<file path="config.mk">
export PLATFORM = sky130hd
export DESIGN_NAME = multi_edge_detector
export DESIGN_NICKNAME = d
export VERILOG_FILES = /design/src/rtl/multi_edge_detector.sv
export SDC_FILE = /design/constraint.sdc
export NUM_CORES = 1
export LEC_CHECK = 0
export CORE_ASPECT_RATIO = 1.2
export CORE_MARGIN = 2
export CORE_UTILIZATION = 49
export CTS_BUF_LIST = sky130_fd_sc_hd__clkbuf_2
export CTS_CLUSTER_DIAMETER = 60
export DETAILED_ROUTE_END_ITERATION = 7
export PLACE_DENSITY = 0.79
export SYNTH_ARGS = -nofsm -noshare
export SYNTH_HDL_FRONTEND = slang
export SYNTH_SLANG_ARGS = --single-unit
</file>
<file path="constraint.sdc">
create_clock -name clk -period 2.25 [get_ports clk]
set_input_delay 0.3375 -clock clk [delete_from_list [all_inputs] [get_ports clk]]
set_output_delay 0.3375 -clock clk [all_outputs]
set_load 0.03 [all_outputs]
</file>
<file path="src/rtl/multi_edge_detector.sv">
// Multi-channel edge detector: per-channel synchroniser, glitch filter, edge-mode
// select, one-cycle tick, sticky pending flag and saturating event counter.
module multi_edge_detector #(
  parameter int CH          = 4,
  parameter int SYNC_STAGES = 2,
  parameter int FILTER      = 3,
  parameter int CNT_W       = 8
) (
  input  logic                clk,
  input  logic                rst,
  input  logic [CH-1:0]       level,
  input  logic [2*CH-1:0]     mode,
  input  logic [CH-1:0]       clr,
  output logic [CH-1:0]       tck,
  output logic [CH-1:0]       filt,
  output logic [CH-1:0]       pending,
  output logic [CH*CNT_W-1:0] count,
  output logic [CH-1:0]       ovf
);

  localparam int FW = $clog2(FILTER + 1);
  localparam logic [FW-1:0]    F_LAST  = FW'(FILTER - 1);
  localparam logic [CNT_W-1:0] CNT_MAX = '1;

  typedef enum logic [1:0] {
    STABLE_LO = 2'd0,
    CAND_HI   = 2'd1,
    STABLE_HI = 2'd2,
    CAND_LO   = 2'd3
  } state_t;

  for (genvar i = 0; i < CH; i++) begin : g_ch
    logic [SYNC_STAGES-1:0] sync;
    logic                   s;
    logic                   rise_en;
    logic                   fall_en;
    state_t                 st;
    logic [FW-1:0]          fcnt;
    logic                   filt_r;
    logic                   tck_r;
    logic                   pend_r;
    logic                   ovf_r;
    logic [CNT_W-1:0]       cnt_r;

    assign s       = sync[SYNC_STAGES-1];
    assign rise_en = mode[2*i];
    assign fall_en = mode[2*i+1];

    always_ff @(posedge clk or posedge rst) begin
      if (rst) sync <= '0;
      else     sync <= {sync[SYNC_STAGES-2:0], level[i]};
    end

    // fcnt counts consecutive samples of the candidate level; commit on the FILTER-th
    always_ff @(posedge clk or posedge rst) begin
      if (rst) begin
        st     <= STABLE_LO;
        fcnt   <= '0;
        filt_r <= 1'b0;
        tck_r  <= 1'b0;
      end else begin
        tck_r <= 1'b0;
        unique case (st)
          STABLE_LO: if (s) begin
            if (FILTER == 1) begin
              st     <= STABLE_HI;
              filt_r <= 1'b1;
              tck_r  <= rise_en;
            end else begin
              st   <= CAND_HI;
              fcnt <= FW'(1);
            end
          end
          CAND_HI: begin
            if (!s) begin
              st   <= STABLE_LO;
              fcnt <= '0;
            end else if (fcnt == F_LAST) begin
              st     <= STABLE_HI;
              fcnt   <= '0;
              filt_r <= 1'b1;
              tck_r  <= rise_en;
            end else begin
              fcnt <= fcnt + FW'(1);
            end
          end
          STABLE_HI: if (!s) begin
            if (FILTER == 1) begin
              st     <= STABLE_LO;
              filt_r <= 1'b0;
              tck_r  <= fall_en;
            end else begin
              st   <= CAND_LO;
              fcnt <= FW'(1);
            end
          end
          CAND_LO: begin
            if (s) begin
              st   <= STABLE_HI;
              fcnt <= '0;
            end else if (fcnt == F_LAST) begin
              st     <= STABLE_LO;
              fcnt   <= '0;
              filt_r <= 1'b0;
              tck_r  <= fall_en;
            end else begin
              fcnt <= fcnt + FW'(1);
            end
          end
          default: begin
            st   <= STABLE_LO;
            fcnt <= '0;
          end
        endcase
      end
    end

    // A tick arriving with clr wins over the clear: the event itself is counted
    always_ff @(posedge clk or posedge rst) begin
      if (rst) begin
        pend_r <= 1'b0;
        cnt_r  <= '0;
        ovf_r  <= 1'b0;
      end else begin
        if (tck_r)       pend_r <= 1'b1;
        else if (clr[i]) pend_r <= 1'b0;

        if (tck_r) begin
          if (clr[i]) begin
            cnt_r <= CNT_W'(1);
            ovf_r <= 1'b0;
          end else if (cnt_r == CNT_MAX) begin
            ovf_r <= 1'b1;
          end else begin
            cnt_r <= cnt_r + CNT_W'(1);
          end
        end else if (clr[i]) begin
          cnt_r <= '0;
          ovf_r <= 1'b0;
        end
      end
    end

    assign tck[i]                   = tck_r;
    assign filt[i]                  = filt_r;
    assign pending[i]               = pend_r;
    assign ovf[i]                   = ovf_r;
    assign count[i*CNT_W +: CNT_W]  = cnt_r;
  end

endmodule

</file>
==> results.py <==
metrics = {
    "status": {
        "status": "finished, final reports clean",
    },
    "global_routing": {
        "grt_max_degree": 73,
        "top_usage_layer": "met2",
        "grt_pass1_wl_mm": 12.01,
        "use_met1": 0.2557,
        "antenna_found_initial": 0,
        "grt_util_all_layers": 0.1917,
        "grt_pass1_vias": 2545,
        "grt_overflow_total": 0,
        "grt_util_met3": 0.03253,
        "use_met2": 0.2996,
    },
    "floorplan": {
        "dieArea_mm2": 0.007952,
        "core_area_mm2": 0.007147,
        "die_h_um": 97.29,
        "start_util": 0.4972,
        "rows": 34,
        "die_w_um": 81.74,
        "ios": 66,
    },
    "pwr": {
        "power_mw": 3.212,
        "total_leakage_power_nw": 1.830,
        "pwr_density_cell_mw_per_mm2": 743.3,
        "vdd_drop_max_mv": 0.4628,
    },
    "yosys": {
        "synth_cell_types": 51,
        "yosysTopAreaCellShare": 0.5070,
        "synth_edf_count": 0,
        "async_flop_share": 1.000,
        "ys.flop_type": "dfrtp_1",
        "synth_area_leaders": "dfrtp_1 (51%), a21oi_1 (4.1%), buf_4 (3.4%)",
        "yosysMostFrequentCell": "dfrtp_1",
        "synth_top_area_cell": "dfrtp_1",
        "syn-cell-area_mm2": 0.003553,
        "syn-num-nets": 373,
        "synth_cells": 351,
        "yosysSeqAreaShare": 0.5070,
        "synth.avg_cell_area_um2": 10.12,
        "ys_ff_latch": 72,
        "yosys_warnings": 0,
        "synth_common_cells": "dfrtp_1 (72), a21oi_1 (29), nand2_1 (24)",
    },
    "clock_tree": {
        "postCtsSetupBuffers": 0,
        "cts_tree": "done",
        "cts_made_buffers": 9,
        "clock_sinks": 72,
        "clk_latency_ns": 0.48,
        "cts.clk_slew.worst_paths_ns": 0.22,
        "cts_hold_buffers": 0,
        "ctsLongestPathBuffers": 2,
        "htreeDepth": 3,
        "cts_root_buffer": "clkbuf_2",
    },
    "finish": {
        "drive_above_1_share": 0.07178,
        "final_cells": 494,
        "syn_to_final_growth_pct": 21.62,
        "antenna_cells": 0,
        "finalInstanceArea_mm2": 0.004322,
        "final_nets": 421,
    },
    "timing": {
        "period_needed_ns": 2.125,
        "clock_skew_ns": 0.02266,
        "setup_viol": 0,
        "rsz0062_at_grt": "no",
        "tns_ns": 0,
        "hold_violations": 0,
        "period_share": 0.9444,
        "worstMarginPinSlew_ns": 0.4605,
        "max_freq_mhz": 470.6,
        "slew_headroom": 0.6920,
        "report.final.slew_viol_count": 0,
        "whs_ns": 0.1942,
    },
    "worst_setup_path": {
        "crit_buf_inv": 1,
        "r2r_start": "g_ch[0].cnt_r[0]$_DFFE_PP0P_",
        "r2r_cells": 4,
        "crit_path_top_delay_cell": "clkdlybuf4s50_1",
        "slowest_delay_ns": 0.73,
        "cp_data_required_time_ns": 1.91,
        "arrival_ns": 1.79,
        "path_class": "reg -> out",
        "rrSetupSlack_ns": 0.43,
        "cpLargestDelayFamily": "buffers and inverters",
        "setup.worst_path.end_class": "output port",
        "cp_cell_sequence": "clkdlybuf4s50_1",
        "r2r-end": "g_ch[0].cnt_r[7]$_DFFE_PP0P_",
        "path_max_fanout": 10,
        "cp-start-kind": "flip-flop",
    },
    "run": {
        "maxCapViolations": 0,
    },
    "placement": {
        "hpwl_mm": 4.817,
        "placed_cells": 478,
        "gp_congestion": 0.7978,
        "dpl_cell_area_mm2": 0.004154,
        "port_buffers": 65,
    },
    "route": {
        "vias": 2758,
        "ant_nets": 0,
        "wl_per_cell_um": 14.18,
        "wl_mm": 7.005,
        "firstDrtPassIters": 4,
        "drc": 0,
        "routed_via_density": 5.583,
        "drtIter0Drc": 123,
    },
    "worst_hold_path": {
        "hp-class": "in -> async",
    },
}
==> where the power goes <==
group          switching [mW]  internal [mW]
Sequential              0.213           1.48
Clock                   0.472          0.480
Combinational           0.283          0.289
Total                   0.967           2.24
==> flip-flops by register name, summed over array words and instances, names as in the netlist, named ones only <==
name and flops:
g_ch.fcnt 8, g_ch.ovf_r 4, g_ch.tck_r 4, g_ch.sync 8, g_ch.st 4, g_ch.pend_r 4
g_ch.cnt_r 32, g_ch.filt_r 4
==> what timing repair did <==
| item | in CTS | in global routing |
|---|---|---|
| setup endpoints to repair | 0 | 2 |
| hold endpoints to repair | 0 | 0 |
| gates resized for setup | 0 | 2 |
==> area by class of cell <==
type | count | area, um^2
Timing Repair Buffer | 66 | 670.6
Sequential cell | 72 | 1804
Inverter | 18 | 67.56
Clock buffer | 9 | 45.04
Clock inverter | 7 | 120.1
Fill cell | 598 | 2825
Multi-Input combinational cell | 232 | 1501
Tap cell | 90 | 112.6
==> stage by stage <==
| step | util | setup WS [ns] |
|---|---|---|
| global placement | 0.5812 | 0.5378 |
| detailed placement | 0.5812 | 0.4689 |
| floorplan | - | 0.08758 |
| CTS | 0.6043 | 0.02321 |
| global route | 0.6047 | 0.03485 |
| finish | 0.6047 | 0.1252 |
==> logic make-up (layout without fill, tap and decap cells) <==
| family | count (synthesis) | after routing | share of synthesized area |
|---|---|---|---|
| and+or+nand+nor | 131 | 131 | 0.2137 |
| AOI/OAI and AO/OA | 83 | 83 | 0.1546 |
| DFF | 72 | 72 | 0.5070 |
| buffers and inverters | 47 | 100 | 0.07042 |
| muxes | 10 | 10 | 0.03028 |
| adders and majority gates | 4 | 4 | 0.01409 |
| xor gates and xnor gates | 4 | 4 | 0.009861 |
==> worst max-delay path by stage <==
| stage | start | endpoint | slack [ns] | cells after the start |
|---|---|---|---|---|
| 4_1_cts | g_ch[3].tck_r$_DFF_PP0_ | tck[3] | 0.02 | 1 |
| 3_3_place_gp | g_ch[0].cnt_r[0]$_DFFE_PP0P_ | g_ch[0].cnt_r[7]$_DFFE_PP0P_ | 0.54 | 4 |
| 3_5_place_dp | g_ch[0].cnt_r[0]$_DFFE_PP0P_ | g_ch[0].cnt_r[7]$_DFFE_PP0P_ | 0.47 | 4 |
| 5_1_grt | g_ch[2].tck_r$_DFF_PP0_ | tck[2] | 0.03 | 1 |
| 6_report | g_ch[2].tck_r$_DFF_PP0_ | tck[2] | 0.13 | 1 |
| 2_1_floorplan | rst | async pin | 0.09 | 1 |
==> worst register-to-register path, stage by stage, from the launching register on <==
cell	delay [ns]
dfrtp_1	0.48
ha_1	0.27
and4_1	0.31
or4b_1	0.55
o211a_1	0.14
==> per-layer routing <==
metal | wire length (um) | share of wire
met1 | 3084 | 0.44
met2 | 3542 | 0.51
met3 | 217 | 0.031
met4 | 161 | 0.023
met5 | 0 | 0
==> layout by cell type, fill, tap and decap left out, types with 3 or more instances in the layout <==
| master | netlist | final |
|---|---|---|
| mux2i_1 | 4 | 4 |
| ha_1 | 4 | 4 |
| xnor2_1 | 3 | 3 |
| and3_1 | 8 | 8 |
| clkbuf_2 | 1 | 9 |
| a211o_1 | 3 | 3 |
| nand2b_1 | 6 | 6 |
| nor2_1 | 18 | 18 |
| inv_1 | 18 | 17 |
| bufinv_16 | 0 | 3 |
| o21ai_0 | 11 | 11 |
| a211oi_1 | 10 | 10 |
| clkdlybuf4s50_1 | 0 | 65 |
| o21a_1 | 4 | 4 |
| nand2_1 | 24 | 24 |
| nand3_1 | 7 | 7 |
| and4_1 | 8 | 8 |
| a31oi_1 | 8 | 8 |
| and3b_1 | 3 | 3 |
| dfrtp_1 | 72 | 70 |
| mux2_2 | 5 | 5 |
| nor3b_1 | 6 | 6 |
| nor2b_1 | 8 | 8 |
| nand4_1 | 13 | 13 |
| nor3_1 | 9 | 9 |
| o31ai_1 | 3 | 3 |
| nand3b_1 | 12 | 12 |
| a21oi_1 | 29 | 29 |
(Power assumes the default switching activity.)
